File: src/rtl/micro_sequencer.sv
// micro_sequencer: microprogram address sequencer running fetch, dispatch, exec and halt/timeout handling
module micro_sequencer #(
  parameter logic [15:0] FETCH_BASE = 16'h0010,
  parameter int          MAX_STEPS  = 16
) (
  input  logic        clk,
  input  logic        rst_n,
  input  logic        start,
  input  logic [5:0]  Opcode,
  input  logic [15:0] CU_entry,
  input  logic [1:0]  u_seq,
  input  logic [15:0] u_next,
  input  logic        flag_z,
  input  logic        flag_c,
  output logic [15:0] upc,
  output logic        ir_load,
  output logic        running,
  output logic        halted,
  output logic        illegal,
  output logic        timeout,
  output logic [15:0] instr_cnt
);
  localparam logic [2:0] S_IDLE = 3'd0, S_FETCH = 3'd1, S_DISPATCH = 3'd2, S_EXEC = 3'd3, S_HALT = 3'd4;
  localparam logic [1:0] SEQ_INC = 2'b00, SEQ_JUMP = 2'b01, SEQ_COND = 2'b10, SEQ_END = 2'b11;
  logic [2:0]  r_state;
  logic [15:0] r_upc, r_instr_cnt;
  logic [7:0]  r_step_cnt;
  logic        r_illegal, r_timeout;
  logic        w_cond, w_last;
  logic [15:0] w_inc, w_exec_upc;
  always_comb begin
    w_inc = r_upc + 16'd1;
    w_cond = (Opcode[5:1] == 5'b01011) ? flag_z :
             (Opcode[5:1] == 5'b01100) ? ~flag_z :
             (Opcode[5:1] == 5'b01101) ? (flag_c & ~flag_z) :
             (Opcode[5:1] == 5'b01110) ? flag_c :
             (Opcode[5:1] == 5'b01111) ? ~flag_c :
             (Opcode[5:1] == 5'b10000) ? (~flag_c | flag_z) :
             (Opcode[5:1] == 5'b10001);
    w_exec_upc = (u_seq == SEQ_JUMP || (u_seq == SEQ_COND && w_cond)) ? u_next : w_inc;
    w_last = r_step_cnt == 8'(MAX_STEPS - 1);
  end
  assign upc       = r_upc;
  assign ir_load   = (r_state == S_FETCH) && (u_seq == SEQ_END);
  assign running   = (r_state == S_FETCH) || (r_state == S_DISPATCH) || (r_state == S_EXEC);
  assign halted    = r_state == S_HALT;
  assign illegal   = r_illegal;
  assign timeout   = r_timeout;
  assign instr_cnt = r_instr_cnt;
  always_ff @(posedge clk or negedge rst_n) begin
    if (!rst_n) begin
      r_state     <= S_IDLE;
      r_upc       <= 16'h0000;
      r_instr_cnt <= 16'h0000;
      r_step_cnt  <= 8'd0;
      r_illegal   <= 1'b0;
      r_timeout   <= 1'b0;
    end else begin
      case (r_state)
        S_IDLE: if (start) begin
          r_state <= S_FETCH;
          r_upc   <= FETCH_BASE;
        end
        S_FETCH: begin
          r_state <= (u_seq == SEQ_END) ? S_DISPATCH : S_FETCH;
          r_upc   <= (u_seq == SEQ_END) ? r_upc : (u_seq == SEQ_JUMP) ? u_next : w_inc;
        end
        S_DISPATCH: begin
          r_state    <= (CU_entry != 16'h0000) ? S_EXEC : S_HALT;
          r_upc      <= (CU_entry != 16'h0000) ? CU_entry : r_upc;
          r_illegal  <= (CU_entry == 16'h0000) && (Opcode != 6'b111110);
          r_step_cnt <= 8'd0;
        end
        S_EXEC: begin
          r_step_cnt <= r_step_cnt + 8'd1;
          // END wins over the step limit on the final allowed cycle
          if (u_seq == SEQ_END) begin
            r_state     <= S_FETCH;
            r_upc       <= FETCH_BASE;
            r_instr_cnt <= r_instr_cnt + 16'd1;
          end else if (w_last) begin
            r_state   <= S_HALT;
            r_timeout <= 1'b1;
          end else begin
            r_upc <= w_exec_upc;
          end
        end
        S_HALT: if (start) begin
          r_state   <= S_FETCH;
          r_upc     <= FETCH_BASE;
          r_illegal <= 1'b0;
          r_timeout <= 1'b0;
        end
        default: r_state <= S_IDLE;
      endcase
    end
  end
endmodule

File: config.mk
export PLATFORM = sky130hd
export DESIGN_NAME = micro_sequencer
export DESIGN_NICKNAME = d
export VERILOG_FILES = /design/src/rtl/micro_sequencer.sv
export SDC_FILE = /design/constraint.sdc
export NUM_CORES = 1
export LEC_CHECK = 0
export CAP_MARGIN = 20
export CORE_ASPECT_RATIO = 0.7
export CORE_UTILIZATION = 45
export DETAILED_ROUTE_END_ITERATION = 8
export PLACE_DENSITY = 0.73
export SLEW_MARGIN = 15
export SYNTH_ARGS = -nofsm -noshare
export SYNTH_HDL_FRONTEND = slang
export SYNTH_SLANG_ARGS = --single-unit
File: constraint.sdc
create_clock -name clk -period 2.9 [get_ports clk]
set_input_delay 0.58 -clock clk [delete_from_list [all_inputs] [get_ports clk]]
set_output_delay 0.58 -clock clk [all_outputs]
set_load 0.01 [all_outputs]
# After elaboration in Yosys (flattened, before gate mapping)
# Index checks and enable logic that the tools add are counted.
dict set report classes {
  add_sub_neg 3
  eq_ne 24
  muxes 26
  bitwise 4
  n_reduce_logical 19
}
# cell count
set op_table {}
lappend op_table {{2-to-1 mux 16 bit} 7}
lappend op_table {{one-hot mux 16 bit (4 select lines)} 1}
lappend op_table {{adder 16 x 1 -> 16 bit, second input constant} 2}
lappend op_table {{== test 5 x 4 -> 1 bit, second input constant} 5}
lappend op_table {{zero test 16 bit} 1}
lappend op_table {{one-hot mux 8 bit (2 select lines)} 1}
lappend op_table {{nonzero test 16 bit} 1}
lappend op_table {{2-to-1 mux 3 bit} 4}
lappend op_table {{one-hot mux 3 bit (4 select lines)} 1}
lappend op_table {{== test 5 bit, second input constant} 2}
lappend op_table {{2-to-1 mux 1 bit} 9}
lappend op_table {{adder 8 x 1 -> 8 bit, second input constant} 1}
lappend op_table {{== test 8 x 4 -> 1 bit, second input constant} 1}
lappend op_table {{inequality test 2 bit, second input constant} 4}
lappend op_table {{== test 3 x 2 -> 1 bit, second input constant} 2}
lappend op_table {{inequality test 3 bit, second input constant} 2}
lappend op_table {{inequality test 6 bit, second input constant} 1}
lappend op_table {{AND reduction 2 bit} 3}
lappend op_table {{nonzero test 2 bit} 3}
lappend op_table {{AND reduction 5 bit} 1}
lappend op_table {{== test 2 bit, second input constant} 2}
lappend op_table {{inequality test 2 x 1 -> 1 bit, second input constant} 2}
lappend op_table {{one-hot mux 1 bit (2 select lines)} 2}
lappend op_table {{AND reduction 4 bit} 1}
lappend op_table {{other kinds (12)} 17}
dict set report word_totals {
  ff_bits 45
  input_bits 45
  wordCells 82
}

# Longest topological paths before layout
# Gate-level depths: netlist (run 1).
dict set report depth {
  word_depth 14
  mapped_depth 10
}

# Worst setup path before layout (run 1)
# Ideal clock, no wire load.
dict set report synth_timing {
  path_type {input -> register}
  startpoint {input Opcode[2]}
  endpoint {register r_upc[14], in the netlist upc[14]}
  t_arrival_ns 2.072
  required_time_ns 2.780
  path_slack_ns 0.708
  path_stages 6
  n_path_buf 0
  cell_sequence {or3b_1 > o31ai_1 > a22oi_1 > nor2_1 > mux2_1 > a31o_1}
}
dict set report synth_between {
  elab_chain_len 13
}
# item line_no
set synth_rtl {}
lappend synth_rtl {{start: declaration} 9} ;# input logic [5:0] Opcode,
lappend synth_rtl {{== test 5 bit, on equally long branches} {39, 38}}
lappend synth_rtl {{2-to-1 mux 1 bit} 38} ;# (Opcode[5:1] == 5'b10000) ? (~flag_c | flag_z) :
lappend synth_rtl {{2-to-1 mux 1 bit} 37} ;# (Opcode[5:1] == 5'b01111) ? ~flag_c :
lappend synth_rtl {{2-to-1 mux 1 bit} 36} ;# (Opcode[5:1] == 5'b01110) ? flag_c :
lappend synth_rtl {{2-to-1 mux 1 bit} 35} ;# (Opcode[5:1] == 5'b01101) ? (flag_c & ~flag_z) :
lappend synth_rtl {{2-to-1 mux 1 bit} 34} ;# (Opcode[5:1] == 5'b01100) ? ~flag_z :
lappend synth_rtl {{2-to-1 mux 1 bit (*)} 33} ;# w_cond = (Opcode[5:1] == 5'b01011) ? flag_z :
lappend synth_rtl {{logical AND 1 bit (*)} 40} ;# w_exec_upc = (u_seq == SEQ_JUMP || (u_seq == SEQ_COND && w_cond)) ? u_next : w_inc;
lappend synth_rtl {{logical OR 1 bit (*)} 40}
lappend synth_rtl {{2-to-1 mux 16 bit (*)} 40}
lappend synth_rtl {{2-to-1 mux 16 bit (*)} 81} ;# end else if (w_last) begin
lappend synth_rtl {{2-to-1 mux 16 bit (*)} 77} ;# if (u_seq == SEQ_END) begin
lappend synth_rtl {{one-hot mux 16 bit (4 select lines) (*)} 59} ;# case (r_state)
lappend synth_rtl {{end signal: assignment} 66} ;# r_upc <= (u_seq == SEQ_END) ? r_upc : (u_seq == SEQ_JUMP) ? u_next : w_inc;
lappend synth_rtl {{end signal: assignment} 70} ;# r_upc <= (CU_entry != 16'h0000) ? CU_entry : r_upc;
lappend synth_rtl {{end signal: assignment} 85} ;# r_upc <= w_exec_upc;
lappend synth_rtl {{end: declaration} 26} ;# logic [15:0] r_upc, r_instr_cnt;
# Mark *: on every way between the ends. The rest lies on a longest branch, timed or not. The select of a mux whose other input is x is not followed.
# A chain may end at the register's enable or synchronous reset.

# Worst setup path in the final report (run 1)
dict set report layout_timing {
  startpoint {input u_seq[1]}
  endpoint {output ir_load}
}
dict set report layout_between {
  elab_chain_len 2
}
# item line_no
set layout_rtl {}
lappend layout_rtl {{start: declaration} 11} ;# input logic [1:0] u_seq,
lappend layout_rtl {{== test 2 bit} 44} ;# assign ir_load = (r_state == S_FETCH) && (u_seq == SEQ_END);
lappend layout_rtl {{logical AND 1 bit} 44}
lappend layout_rtl {{end: declaration} 16} ;# output logic ir_load,
# Every way passes these cells.

==> results of run 1 <==
metrics by stage:
stage	util, %	area (um2)	setup WS, ns
CTS	64.7	4120	0.132
global route	64.7	4120	0.0182
detailed placement	63.1	4020	0.0687
finish	64.7	4120	0.129
floorplan	-	3050	0.708
global placement	63.1	4020	0.0697
registers in the layout, summed over array words and instances (netlist names):
signal and count:
instr_cnt 16, upc 16, r_step_cnt 8, r_state 3
illegal 1, timeout 1
cell usage in the layout, fill, tap and decap left out, drive strengths merged, types with 3 or more instances in the layout:
master	instances
nor2	34
a31oi	4
nand2b	4
and2	4
o221ai	3
o311ai	3
xnor2	20
xor2	10
buf	18
o211ai	3
nor4b	3
nor2b	5
mux2	3
mux2i	9
a22o	7
ha	3
a22oi	7
a21oi	17
clkbuf	5
dfrtp	45
or3	3
o31ai	3
nand3	21
nor3	7
nor4	10
a21o	4
o21ai	23
inv	7
clkdlybuf4s50	80
o22ai	6
nand4	7
and3	3
nand2	43
nand3b	3
worst reg2reg max path: stages, from the launching register on:
cell	delay, ns
dfrtp_1	0.46
or4_4	0.58
nor4b_4	0.29
nor2_2	0.12
nand2_2	0.13
inv_2	0.18
o22a_1	0.25
a311o_1	0.27
per-layer routing:
layer  GRT usage, %  part of all wire [%]  vias to the layer above
met5              0                     0                        -
met4           5.15                   1.1                        0
met3           6.62                   9.5                       15
met2           42.9                    42                      185
met1           42.3                    47                     1560
li1               -                     -                     1506
worst min-delay path by stage:
stage          slack [ns]                start  cells after the start                         to
6_report             0.16                rst_n                      1  instr_cnt[10]$_DFFE_PN0P_
4_1_cts              0.16                rst_n                      1   instr_cnt[9]$_DFFE_PN0P_
5_1_grt              0.17                rst_n                      1  instr_cnt[11]$_DFFE_PN0P_
2_1_floorplan        0.28                rst_n                      0        illegal$_DFFE_PN0P_
3_5_place_dp         0.48  timeout$_DFFE_PN0P_                      1        timeout$_DFFE_PN0P_
3_3_place_gp         0.47  timeout$_DFFE_PN0P_                      1        timeout$_DFFE_PN0P_
cells by family (layout without fill, tap and decap cells):
group                    after synthesis  count (layout)  share of synthesized area (%)
XOR/XNOR                              30              30                           8.63
flip-flops                            45              45                           37.0
adder cells (fa/ha/maj)                3               3                           1.23
AND/OR/NAND/NOR                      154             154                           25.8
AO/OA/AOI/OAI                         93              93                           20.4
multiplexers                          12              12                           4.07
buffers and inverters                 20             110                           2.88
cells in the mapped netlist (all sizes together) (5+ instances only):
library cell  count
nand2            43
a22oi             7
a22o              7
clkbuf           11
mux2i             9
o21ai            23
o22ai             6
a21oi            17
buf               5
xnor2            20
nor3              7
dfrtp            45
nor2b             5
nor4             10
xor2             10
nor2             34
nand4             7
nand3            21
where the power goes:
| part | leakage, nW | internal [mW] | switching, mW |
|---|---|---|---|
| Clock | 0.0511 | 0.183 | 0.262 |
| Combinational | 1.02 | 0.879 | 0.936 |
| Sequential | 0.578 | 0.813 | 0.305 |
cell type report:
cell class                      instances  area, um2  share of cell area [%]
Clock inverter                          3       28.8                   0.699
Tap cell                               91        114                    2.77
Sequential cell                        45       1130                    27.3
Multi-Input combinational cell        292       1830                    44.5
Timing Repair Buffer                   98        933                    22.7
Inverter                                4       15.0                   0.365
Clock buffer                            5       68.8                    1.67
==> results.sh, run 1 <==
export IMPL_core_mm2=0.00637
export IMPL_finalSetupTns_ns=0
export IMPL_ctsHoldBuffers=0
export IMPL_ys_ff_latch=45
export IMPL_placed_cells=530
export IMPL_clk_pin_slew_worst_paths_ns=0.11
export IMPL_dr_pass1_iters=6
export IMPL_worstPathArrival_ns=2.19
export IMPL_crit_path_cell_trace="clkdlybuf4s50_1 > nand2_1 > nor4b_1 > clkdlybuf4s50_1"
export IMPL_final_cells=538
export IMPL_viasPerCell=6.07
export IMPL_r2r_start="r_step_cnt[4]$_DFFE_PN0N_"
export IMPL_drc=0
export IMPL_r2r_end="upc[6]$_DFFE_PN0P_"
export IMPL_rr_worst_depth=7
export IMPL_grt_pass1_wl_mm=15.7
export IMPL_grt_pass1_vias=3033
export IMPL_required_ns=2.32
export IMPL_cp_num_cells=4
export IMPL_crit_path_end="ir_load"
export IMPL_max_freq_ghz=0.361
export IMPL_antenna_found_initial=0
export IMPL_grt_max_degree=31
export IMPL_cp_common_cell="clkdlybuf4s50_1"
export IMPL_fp_dieW_um=100
export IMPL_power_leakage_nw=1.65
export IMPL_syn_area_per_cell_um2=8.53
export IMPL_yosysSeqAreaShare_pct=37.0
export IMPL_avgRoutedWirePerCell_um=18.0
export IMPL_n_antenna_cell=0
export IMPL_yosysTopAreaCellShare_pct=37.0
export IMPL_portBuffers=81
export IMPL_startpoint_type="input pin"
export IMPL_power_mw=3.38
export IMPL_die_area_mm2=0.00711
export IMPL_hold_violations=0
export IMPL_synth_cell_types=56
export IMPL_cts_path_max_buffers=2
export IMPL_fin_crit_sh_pct=95.5
export IMPL_clk_latency_ns=0.31
export IMPL_routabilityCongestion=0.953
export IMPL_cp_end_kind="output pin"
export IMPL_syn_area_mm2=0.00305
export IMPL_n_fill_cell=546
export IMPL_cts_setup_buffers=0
export IMPL_ys_flop_type="dfrtp_1"
export IMPL_synthTopCellsByArea="dfrtp_1 37%, xnor2_1 5.8%, nand2_1 5.2%, nor2_1 3.9%, nand3_1 3.5%"
export IMPL_grt_usage_pct=28.5
export IMPL_cts_repair_resized=0
export IMPL_rsz0062_at_grt="no"
export IMPL_cts_sinks=45
export IMPL_p_per_area_mw_per_mm2=820
export IMPL_cp_slowest_stage_delay_ns=0.62
export IMPL_hold_path_class="in2async"
export IMPL_crit_slowest_cell="clkdlybuf4s50_1"
export IMPL_finalSetupViolCount=0
export IMPL_cts_root_buf="clkbuf_8"
export IMPL_hpwlAfterDp_mm=7.36
export IMPL_drive_above_1_share_pct=7.61
export IMPL_ir_worst_vdd_mv=0.385
export IMPL_period_minus_slack_ns=2.77
export IMPL_synth_edf_count=0
export IMPL_rrSetupSlack_ns=0.52
export IMPL_drt_iter0_drc=284
export IMPL_rows=24
export IMPL_drtAntennaViolNets=0
export IMPL_finClkSkew_ns=0.00854
export IMPL_yosysWarnings=0
export IMPL_synth_fp_nets=405
export IMPL_die_h_um=70.8
export IMPL_whs_ns=0.156
export IMPL_area_growth_syn_to_layout_pct=35.2
export IMPL_routed_wl_mm=9.68
export IMPL_maxSlewHeadroom_pct=42.4
export IMPL_worstPathMaxFanout=3
export IMPL_synthCells=357
export IMPL_ios=82
export IMPL_crit_family="buffers and inverters"
export IMPL_worst_path_buf_inv=2
export IMPL_slew_viol_final=0
export IMPL_cts_tree="yes"
export IMPL_overflow=0
export IMPL_async_flop_share_pct=100
export IMPL_num_vias=3266
export IMPL_cts_buffers=5
export IMPL_cap_violations=0
export IMPL_final_nets=494
export IMPL_start_util_pct=47.8
export IMPL_yosysTopAreaCell="dfrtp_1"
export IMPL_crit_path_start="u_seq[1]"
export IMPL_worst_pin_slew_ns=0.863
export IMPL_cts_max_level=2
export IMPL_worstSetupPathType="in2out"
export IMPL_status="finished, final reports clean"
Note: power is estimated with default switching activity, not from simulation.
==> run 2: changes to the inputs <==
--- a/config.mk
+++ b/config.mk
@@ -6,10 +6,12 @@
 export NUM_CORES = 1
 export LEC_CHECK = 0
 export CAP_MARGIN = 20
+export CELL_PAD_IN_SITES_DETAIL_PLACEMENT = 1
+export CELL_PAD_IN_SITES_GLOBAL_PLACEMENT = 1
 export CORE_ASPECT_RATIO = 0.7
-export CORE_UTILIZATION = 45
+export CORE_UTILIZATION = 36
 export DETAILED_ROUTE_END_ITERATION = 8
-export PLACE_DENSITY = 0.73
+export PLACE_DENSITY = 0.79
 export SLEW_MARGIN = 15
 export SYNTH_ARGS = -nofsm -noshare
 export SYNTH_HDL_FRONTEND = slang
==> run 2 against run 1 <==
The flow now finishes with violations (design-rule violations). Setup slack got worse by 0.026 ns. Wire length rose by 17%. Sequential power barely moved. Critical endpoint unchanged. Largest power group unchanged.
==> results.sh, run 2 (synthesis gave the netlist of run 1 again) <==
export IMPL_status="finished, violations left"
export IMPL_violations="design-rule violations"
export IMPL_grt_max_degree=46
export IMPL_clk_pin_slew_worst_paths_ns=0.06
export IMPL_max_freq_ghz=0.358
export IMPL_drt_iter0_drc=230
export IMPL_num_vias=3351
export IMPL_overflow=0
export IMPL_worstSetupPathType="in2out"
export IMPL_n_antenna_cell=0
export IMPL_grt_pass1_wl_mm=17.7
export IMPL_die_area_mm2=0.00884
export IMPL_avgRoutedWirePerCell_um=20.6
export IMPL_cts_root_buf="clkbuf_16"
export IMPL_cts_max_level=2
export IMPL_fp_dieW_um=112
export IMPL_viasPerCell=6.09
export IMPL_placed_cells=542
export IMPL_cts_setup_buffers=0
export IMPL_cts_buffers=5
export IMPL_dr_pass1_iters=7
export IMPL_drtAntennaViolNets=0
export IMPL_power_switching_mw=1.57
export IMPL_cts_path_max_buffers=2
export IMPL_ir_worst_vdd_mv=0.334
export IMPL_grt_pass1_vias=3307
export IMPL_ctsHoldBuffers=0
export IMPL_period_minus_slack_ns=2.80
export IMPL_startpoint_type="input pin"
export IMPL_crit_path_start="u_seq[1]"
export IMPL_core_mm2=0.00804
export IMPL_worst_pin_slew_ns=1.10
export IMPL_maxSlewHeadroom_pct=26.7
export IMPL_die_h_um=79.0
export IMPL_fin_crit_sh_pct=96.4
export IMPL_cts_tree="yes"
export IMPL_finClkSkew_ns=0.00556
export IMPL_final_cell_mix="80 x clkdlybuf4s50_1, 45 x dfrtp_1, 42 x nand2_1"
export IMPL_final_cells=550
export IMPL_final_common_cell="clkdlybuf4s50_1"
export IMPL_finalSetupViolCount=0
export IMPL_rows=27
export IMPL_drive_above_1_share_pct=7.80
export IMPL_grt_usage_pct=26.1
export IMPL_hold_violations=0
export IMPL_ios=82
export IMPL_cp_end_kind="output pin"
export IMPL_rsz0062_at_grt="no"
export IMPL_cap_violations=0
export IMPL_r2r_start="r_step_cnt[4]$_DFFE_PN0N_"
export IMPL_portBuffers=81
export IMPL_cts_sinks=45
export IMPL_slew_viol_final=0
export IMPL_worstPathArrival_ns=2.22
export IMPL_start_util_pct=37.9
export IMPL_clk_latency_ns=0.29
export IMPL_whs_ns=0.386
export IMPL_cts_repair_resized=0
export IMPL_worstPathMaxFanout=2
export IMPL_switching_share_pct=42.8
export IMPL_pwr_share_seq_pct=30.8
export IMPL_p_clk_share_pct=18.3
export IMPL_hpwlAfterDp_mm=8.48
export IMPL_area_growth_syn_to_layout_pct=38.4
export IMPL_power_leakage_nw=1.69
export IMPL_power_frac_comb_pct=50.9
export IMPL_antenna_found_initial=0
export IMPL_routed_wl_mm=11.3
export IMPL_routabilityCongestion=0.880
export IMPL_p_per_area_mw_per_mm2=869
export IMPL_hold_path_class="in2async"
export IMPL_required_ns=2.32
export IMPL_drc=5
export IMPL_final_nets=496
export IMPL_p_int_mw=2.10
## run 2: cell types whose count changed in the layout (fill, tap and decap cells not counted)
| cell | change |
|---|---|
| clkbuf_16 | +5 |
| clkbuf_8 | -5 |
| buf_4 | +2 |
| inv_6 | -2 |
| bufinv_16 | +1 |
| clkbuf_1 | +1 |
| clkinv_4 | +1 |
| inv_8 | -1 |
## run 2: through the flow
stage / utilization (%) / cell area, um2 / TNS (ns) / total power [mW] / setup slack, ns
2_1_floorplan: - / 3050 / 0 / 2.13 / 0.708
3_3_place_gp: 50.3 / 4050 / -0.0992 / 2.87 / -0.0666
3_5_place_dp: 50.3 / 4050 / -0.338 / 2.95 / -0.113
4_1_cts: 52.4 / 4220 / 0 / 3.64 / 0.0754
5_1_grt: 52.4 / 4220 / 0 / 3.87 / 0.0260
6_report: 52.4 / 4220 / 0 / 3.67 / 0.103
## run 2: per-layer routing
metal / share of wire, % / global-route usage, % / wire length (um) / up-vias
met3: 8.5 / 5.50 / 961 / 15
met5: 0 / 0 / 0 / -
met2: 44 / 40.0 / 4930 / 164
met1: 47 / 37.4 / 5280 / 1661
met4: 1.2 / 6.27 / 134 / 0
li1: - / - / - / 1511
## run 2: worst paths after layout
path	endpoint	slack, ns	cells past startpoint
min	instr_cnt[15]$_DFFE_PN0P_	0.39	2
max reg2reg	upc[6]$_DFFE_PN0P_	0.55	7
max	ir_load	0.10	4
max in group asynchronous	upc[6]$_DFFE_PN0P_	2.10	2
min in group clk	instr_cnt[15]$_DFFE_PN0P_	0.48	1
min reg2reg	instr_cnt[15]$_DFFE_PN0P_	0.48	1
## run 2: worst max-delay path: stages
cell and delay (ns):
clkdlybuf4s50_1 0.52, nand2_1 0.09, nor4b_1 0.40, clkdlybuf4s50_1 0.63
## run 2: area by class of cell
| cell class | instances | area [um2] |
|---|---|---|
| fill | 960 | 3820 |
| multi-input combinational | 292 | 1830 |
| sequential | 45 | 1130 |
| timing repair buffer | 100 | 948 |
| clock buffer | 6 | 129 |
| tap | 101 | 126 |
| clock inverter | 2 | 38.8 |
| inverter | 4 | 15.0 |
## run 2: power by group through the flow
stage | combinational [mW] | clock [mW] | sequential, mW
finish | 1.87 | 0.670 | 1.13
global placement | 1.76 | 0 | 1.11
floorplan | 1.05 | 0 | 1.07
detailed placement | 1.82 | 0 | 1.12
CTS | 1.85 | 0.675 | 1.12
global route | 2.02 | 0.704 | 1.15
